**src/rtl/proc_mem_pkg.sv**
```systemverilog
// Shared request-type encodings, response payload layout and sizing helpers
// for the pipelined processor memory.
package proc_mem_pkg;

  localparam logic MEMREQ_READ  = 1'b0;
  localparam logic MEMREQ_WRITE = 1'b1;

  localparam int unsigned WORD_W = 32;
  localparam int unsigned STRB_W = 4;

  typedef struct packed {
    logic              typ;
    logic [WORD_W-1:0] data;
  } dmem_resp_t;

  function automatic int unsigned word_idx_w(input int unsigned depth);
    return (depth > 1) ? $clog2(depth) : 1;
  endfunction

endpackage

```
**src/rtl/proc_mem_port_q.sv**
```systemverilog
// Per-port response path: fixed-latency valid/data pipeline feeding an
// in-order response FIFO, with an outstanding counter that throttles req_rdy.
module proc_mem_port_q #(
  parameter int unsigned LATENCY = 1,
  parameter int unsigned QDEPTH  = 2,
  parameter int unsigned W       = 32
) (
  input  logic         clk,
  input  logic         rst,
  input  logic         i_acc,
  input  logic [W-1:0] i_acc_data,
  input  logic         i_resp_rdy,
  output logic         o_req_rdy,
  output logic         o_resp_val,
  output logic [W-1:0] o_resp_data
);

  localparam int unsigned PW = (QDEPTH > 1) ? $clog2(QDEPTH) : 1;
  localparam int unsigned CW = $clog2(QDEPTH + 1);

  logic [LATENCY-1:0] r_pipe_val;
  logic [W-1:0]       r_pipe_data [LATENCY];
  logic [W-1:0]       r_fifo [QDEPTH];
  logic [PW-1:0]      r_wr_ptr, r_rd_ptr;
  logic [CW-1:0]      r_fifo_cnt, r_out_cnt;
  logic               r_req_rdy;

  logic          w_tail_val, w_fifo_empty, w_resp_val, w_resp_fire;
  logic          w_push, w_pop;
  logic [CW-1:0] w_fifo_cnt_next, w_out_cnt_next;
  logic [W-1:0]  w_resp_data;

  function automatic logic [PW-1:0] ptr_inc(input logic [PW-1:0] p);
    return (p == PW'(QDEPTH - 1)) ? '0 : p + PW'(1);
  endfunction

  // Tail of the pipe bypasses the FIFO only when nothing older is queued.
  assign w_tail_val   = r_pipe_val[LATENCY-1];
  assign w_fifo_empty = (r_fifo_cnt == '0);
  assign w_resp_val   = !w_fifo_empty || w_tail_val;
  assign w_resp_fire  = w_resp_val && i_resp_rdy;
  assign w_push       = w_tail_val && !(w_fifo_empty && i_resp_rdy);
  assign w_pop        = !w_fifo_empty && i_resp_rdy;
  assign w_resp_data  = w_fifo_empty ? r_pipe_data[LATENCY-1] : r_fifo[r_rd_ptr];

  assign o_resp_val  = w_resp_val;
  assign o_resp_data = w_resp_val ? w_resp_data : '0;
  assign o_req_rdy   = r_req_rdy;

  always_comb begin
    w_out_cnt_next  = r_out_cnt;
    w_fifo_cnt_next = r_fifo_cnt;
    if (i_acc && !w_resp_fire)      w_out_cnt_next = r_out_cnt + CW'(1);
    else if (!i_acc && w_resp_fire) w_out_cnt_next = r_out_cnt - CW'(1);
    if (w_push && !w_pop)           w_fifo_cnt_next = r_fifo_cnt + CW'(1);
    else if (!w_push && w_pop)      w_fifo_cnt_next = r_fifo_cnt - CW'(1);
  end

  always_ff @(posedge clk or posedge rst) begin
    if (rst) begin
      r_pipe_val <= '0;
      r_wr_ptr   <= '0;
      r_rd_ptr   <= '0;
      r_fifo_cnt <= '0;
      r_out_cnt  <= '0;
      r_req_rdy  <= 1'b1;
    end else begin
      r_pipe_val[0] <= i_acc;
      for (int i = 1; i < LATENCY; i++) r_pipe_val[i] <= r_pipe_val[i-1];
      if (w_push) r_wr_ptr <= ptr_inc(r_wr_ptr);
      if (w_pop)  r_rd_ptr <= ptr_inc(r_rd_ptr);
      r_fifo_cnt <= w_fifo_cnt_next;
      r_out_cnt  <= w_out_cnt_next;
      r_req_rdy  <= (w_out_cnt_next < CW'(QDEPTH));
    end
  end

  // Payload storage needs no reset: validity is tracked separately above.
  always_ff @(posedge clk) begin
    r_pipe_data[0] <= i_acc_data;
    for (int i = 1; i < LATENCY; i++) r_pipe_data[i] <= r_pipe_data[i-1];
    if (w_push) r_fifo[r_wr_ptr] <= r_pipe_data[LATENCY-1];
  end

endmodule

```
**src/rtl/proc_mem_pipe.sv**
```systemverilog
// Dual-port (instruction + data) word memory with val/rdy handshakes, fixed
// read latency, byte-masked writes and per-port in-order response buffering.
module proc_mem_pipe
  import proc_mem_pkg::*;
#(
  parameter int unsigned DEPTH   = 64,
  parameter int unsigned LATENCY = 1,
  parameter int unsigned QDEPTH  = 2
) (
  input  logic        clk,
  input  logic        rst,
  input  logic        imemreq_val,
  output logic        imemreq_rdy,
  input  logic [31:0] imemreq_addr,
  output logic        imemresp_val,
  input  logic        imemresp_rdy,
  output logic [31:0] imemresp_data,
  input  logic        dmemreq_val,
  output logic        dmemreq_rdy,
  input  logic        dmemreq_type,
  input  logic [31:0] dmemreq_addr,
  input  logic [31:0] dmemreq_wdata,
  input  logic [3:0]  dmemreq_strb,
  output logic        dmemresp_val,
  input  logic        dmemresp_rdy,
  output logic        dmemresp_type,
  output logic [31:0] dmemresp_rdata
);

  localparam int unsigned IW = word_idx_w(DEPTH);
  localparam int unsigned DW = $bits(dmem_resp_t);

  logic [WORD_W-1:0] r_mem [DEPTH];

  logic [IW-1:0] w_iidx, w_didx;
  logic          w_iacc, w_dacc, w_dwrite;
  dmem_resp_t    w_dreq_pay, w_dresp;
  logic [DW-1:0] w_dresp_bits;
  logic          w_unused_addr;

  assign w_iidx   = imemreq_addr[IW+1:2];
  assign w_didx   = dmemreq_addr[IW+1:2];
  assign w_iacc   = imemreq_val && imemreq_rdy && !rst;
  assign w_dacc   = dmemreq_val && dmemreq_rdy && !rst;
  assign w_dwrite = w_dacc && (dmemreq_type == MEMREQ_WRITE);

  // Upper address bits alias and byte-offset bits are ignored.
  assign w_unused_addr = ^{imemreq_addr[31:IW+2], imemreq_addr[1:0],
                           dmemreq_addr[31:IW+2], dmemreq_addr[1:0]};

  // Array is never reset so preloaded program contents survive rst.
  always_ff @(posedge clk) begin
    if (w_dwrite) begin
      for (int b = 0; b < int'(STRB_W); b++) begin
        if (dmemreq_strb[b]) r_mem[w_didx][8*b +: 8] <= dmemreq_wdata[8*b +: 8];
      end
    end
  end

  always_comb begin
    w_dreq_pay.typ  = dmemreq_type;
    w_dreq_pay.data = (dmemreq_type == MEMREQ_WRITE) ? '0 : r_mem[w_didx];
  end

  proc_mem_port_q #(.LATENCY(LATENCY), .QDEPTH(QDEPTH), .W(WORD_W)) u_iport (
    .clk         (clk),
    .rst         (rst),
    .i_acc       (w_iacc),
    .i_acc_data  (r_mem[w_iidx]),
    .i_resp_rdy  (imemresp_rdy),
    .o_req_rdy   (imemreq_rdy),
    .o_resp_val  (imemresp_val),
    .o_resp_data (imemresp_data)
  );

  proc_mem_port_q #(.LATENCY(LATENCY), .QDEPTH(QDEPTH), .W(DW)) u_dport (
    .clk         (clk),
    .rst         (rst),
    .i_acc       (w_dacc),
    .i_acc_data  (w_dreq_pay),
    .i_resp_rdy  (dmemresp_rdy),
    .o_req_rdy   (dmemreq_rdy),
    .o_resp_val  (dmemresp_val),
    .o_resp_data (w_dresp_bits)
  );

  assign w_dresp        = dmem_resp_t'(w_dresp_bits);
  assign dmemresp_type  = w_dresp.typ;
  assign dmemresp_rdata = w_dresp.data;

endmodule

```
**config.mk**
```make
export PLATFORM = sky130hd
export DESIGN_NAME = proc_mem_pipe
export DESIGN_NICKNAME = d
export VERILOG_FILES = /design/src/rtl/proc_mem_pkg.sv /design/src/rtl/proc_mem_port_q.sv /design/src/rtl/proc_mem_pipe.sv
export SDC_FILE = /design/constraint.sdc
export NUM_CORES = 2
export LEC_CHECK = 0
export ABC_AREA = 1
export BUFFER_PORTS_ARGS = -buffer_cell sky130_fd_sc_hd__buf_2
export CAP_MARGIN = 40
export CELL_PAD_IN_SITES_DETAIL_PLACEMENT = 1
export CELL_PAD_IN_SITES_GLOBAL_PLACEMENT = 2
export CORE_ASPECT_RATIO = 0.7
export CORE_MARGIN = 4
export CORE_UTILIZATION = 42
export DETAILED_ROUTE_END_ITERATION = 8
export PLACE_DENSITY = 0.85
export SETUP_SLACK_MARGIN = 0.3
export SLEW_MARGIN = 40
export SYNTH_ARGS = -nofsm -noshare
export SYNTH_HDL_FRONTEND = slang
export SYNTH_SLANG_ARGS = --single-unit
```
**constraint.sdc**
```tcl
create_clock -name clk -period 7.79 [get_ports clk]
set_input_delay 1.558 -clock clk [delete_from_list [all_inputs] [get_ports clk]]
set_output_delay 1.558 -clock clk [all_outputs]
set_load 0.01 [all_outputs]
```
==> results_dict.tcl <==
set metrics [dict create \
    hold_viol 0 \
    clkPwrFrac_pct 39.0 \
    syn-cell-area_um2 115000 \
    dp_hpwl_mm 297 \
    drt-pass1-iter-count 6 \
    tightest_slew_ns 1.01 \
    required_ns 6.23 \
    fin_ws_ns 2.97 \
    cts_setup_buffers 0 \
    yosysSeqAreaShare_pct 58.4 \
    grt_max_degree 157 \
    vias 101000 \
    fin_crit_ns 4.82 \
    hp-class "reg2reg" \
    crit_fanout 69 \
    drive_gt1_share_pct 7.31 \
    rrSetupSlack_ns 4.49 \
    antenna_found_initial 21 \
    cts_resized 0 \
    ys.flop_type "edfxtp_1" \
    cts_max_level 4 \
    yosysTopAreaCellShare_pct 56.9 \
    syn_inst 13800 \
    cts_tree "built" \
    synth_top_cell_by_area "edfxtp_1" \
    p_int_uw 21000 \
    layout_common_cells "nand2_1, edfxtp_1, nand3_1, o21ai_0, clkbuf_16" \
    rsz0062_at_grt "no" \
    syn_area_per_cell_um2 8.33 \
    crit_start "u_dport.r_fifo_cnt[0]" \
    cts_sinks 2259 \
    io_buffers 123 \
    max_cap_violations 0 \
    synth_edf_count 2178 \
    initialDrtViolationCount 11400 \
    grt_pass1_wl_mm 710 \
    yosysUniqueCellTypes 33 \
    hold_buffers 0 \
    finalWirelength_mm 495 \
    die_x_um 633 \
    regToRegStartpoint "u_dport.o_req_rdy" \
    start_kind "flop" \
    irDropWorstVdd_mv 0.198 \
    dieArea_um2 282000 \
    std_cell_rows 160 \
    p_leak_uw 0.0525 \
    synth_seq_cells 2259 \
    max_slew_margin_pct 32.8 \
    fin_skew_ns 0.0522 \
    coreArea_um2 272000 \
    final_common_cell "nand2_1" \
    power_switching_uw 8330 \
    async_reset_ff_share_pct 0.708 \
    combinationalPowerShare_pct 14.6 \
    powerDensity_nw_per_um2 232 \
    seqPwrFrac_pct 46.4 \
    antenna_left 0 \
    place_ws_ns 2.60 \
    fmax_mhz 208 \
    clk_latency_ns 0.93 \
    dieHeight_um 446 \
    synth_nets 13900 \
    cts_buffer_depth 4 \
    critical_path_class "reg2out" \
    drc 0 \
    grt_usage_pct 34.3 \
    swShare_pct 28.4 \
    place_congestion 0.869 \
    start_util_pct 42.3 \
    avgViaCountPerCell 5.87 \
    setup_viol 0 \
    cts_made_buffers 239 \
    layout-area-overhead-vs-synth_pct 9.93 \
    hp-start "u_iport.r_pipe_data[0][25]" \
    synthTopCellsByArea "edfxtp_1, nand2_1, nand3_1, buf_2, o21ai_0" \
    fin_crit_sh_pct 61.8 \
    worstPathArrival_ns 3.26 \
    tns_ns 0 \
    cts_root_buf "clkbuf_16" \
    wl_per_cell_um 28.7 \
    yosysWarnings 0 \
    slew_violations 0 \
    overflow 0 \
    io_pins 176 \
    grt_pass1_vias 102000 \
    clk_pin_slew_worst_paths_ns 0.06 \
    num-nets-final 13500 \
    cp-end-kind "primary output" \
    status "finished clean" \
]
-- metrics by stage --
step	instance area, um2	cells	total power [uW]	hold WS, ns	util [%]
finish	126000	17300	29400	0.453	46.5
global route	126000	17300	30300	0.470	46.5
CTS	126000	17200	29400	0.457	46.3
detailed placement	118000	16800	18100	0.440	43.6
global placement	118000	16800	17900	0.437	43.2
floorplan	115000	13800	16200	0.426	-
-- state kept, by name, summed over array words and instances, names as in the netlist, named ones only --
name and flops:
u_dport.r_fifo 66, u_dport.r_rd_ptr 1, u_iport.r_out_cnt 1, u_iport.r_pipe_data 32
u_iport.r_rd_ptr 1, u_dport.r_pipe_data 33, u_iport.r_pipe_val 1, u_dport.o_req_rdy 1
u_dport.r_wr_ptr 1, u_dport.r_out_cnt 1, u_iport.r_wr_ptr 1, r_mem 2048
u_dport.r_pipe_val 1, u_dport.r_fifo_cnt 2, u_iport.r_fifo_cnt 2, u_iport.o_req_rdy 1
u_iport.r_fifo 64
-- synth_stat cells (18+ instances only) --
library cell,number
o211ai_1,33
buf_4,118
and2_1,18
nand2_1,7545
buf_2,356
o21ai_0,303
clkbuf_1,323
nor2_1,395
nand3_1,1818
buf_1,121
inv_1,230
edfxtp_1,2178
a21oi_1,171
mux2_2,32
dfxtp_1,65
-- layout make-up --
class | count | area [um2]
clock inverters | 125 | 1030
repair buffers | 312 | 2910
diodes | 15 | 37.5
clock buffers | 311 | 6500
flip-flops and latches | 2259 | 67100
well taps | 3645 | 4560
multi-input cells | 10400 | 43300
inverters | 237 | 952
fillers | 31900 | 146000
-- power by group through the flow --
stage / clock network (uW) / registers, uW / logic [uW]
floorplan: 0 / 13800 / 2420
global route: 12000 / 13600 / 4630
detailed placement: 0 / 13900 / 4200
CTS: 11500 / 13600 / 4230
global placement: 0 / 13900 / 4070
finish: 11400 / 13600 / 4300
-- cell families (layout without fill, tap and decap cells) --
group | count (synthesis) | after routing | synth area share [%]
AOI/OAI and AO/OA | 524 | 524 | 2.36
xor gates and xnor gates | 8 | 8 | 0.0610
adders and majority gates | 4 | 4 | 0.0435
buffers and inverters | 1172 | 985 | 4.71
DFF | 2259 | 2259 | 58.4
muxes | 32 | 32 | 0.314
other | 0 | 15 | 0
and+or+nand+nor | 9800 | 9800 | 34.1
-- critical path: stages (launching register included) --
cell      delay [ns]
dfrtp_1         0.42
nor2_1          0.13
inv_2           0.04
buf_4           0.34
nor2_1          0.26
clkinv_2        0.50
o211ai_1        0.42
inv_1           0.07
buf_2           0.15
-- per-layer routing --
metal	wire [um]	share of wire [%]	vias up	track usage (%)
met2	214000	43	4775	51.6
met4	23100	4.7	10	14.2
li1	-	-	44500	-
met5	587	0.12	-	1.28
met1	209000	42	51300	47.6
met3	48600	9.8	912	7.93
-- worst paths after layout --
check / end / cells after the start
worst max-delay path: dmemresp_rdata[31] / 8
worst min-delay path: u_iport.r_fifo[1][25] / 0
worst max register to register: r_mem[61][19] / 7
worst min register to register: u_iport.r_fifo[1][25] / 0
max in group asynchronous: u_iport.o_req_rdy / 3
min in group asynchronous: u_dport.r_pipe_val / 3
No activity file was read; power rests on OpenSTA's default activity.
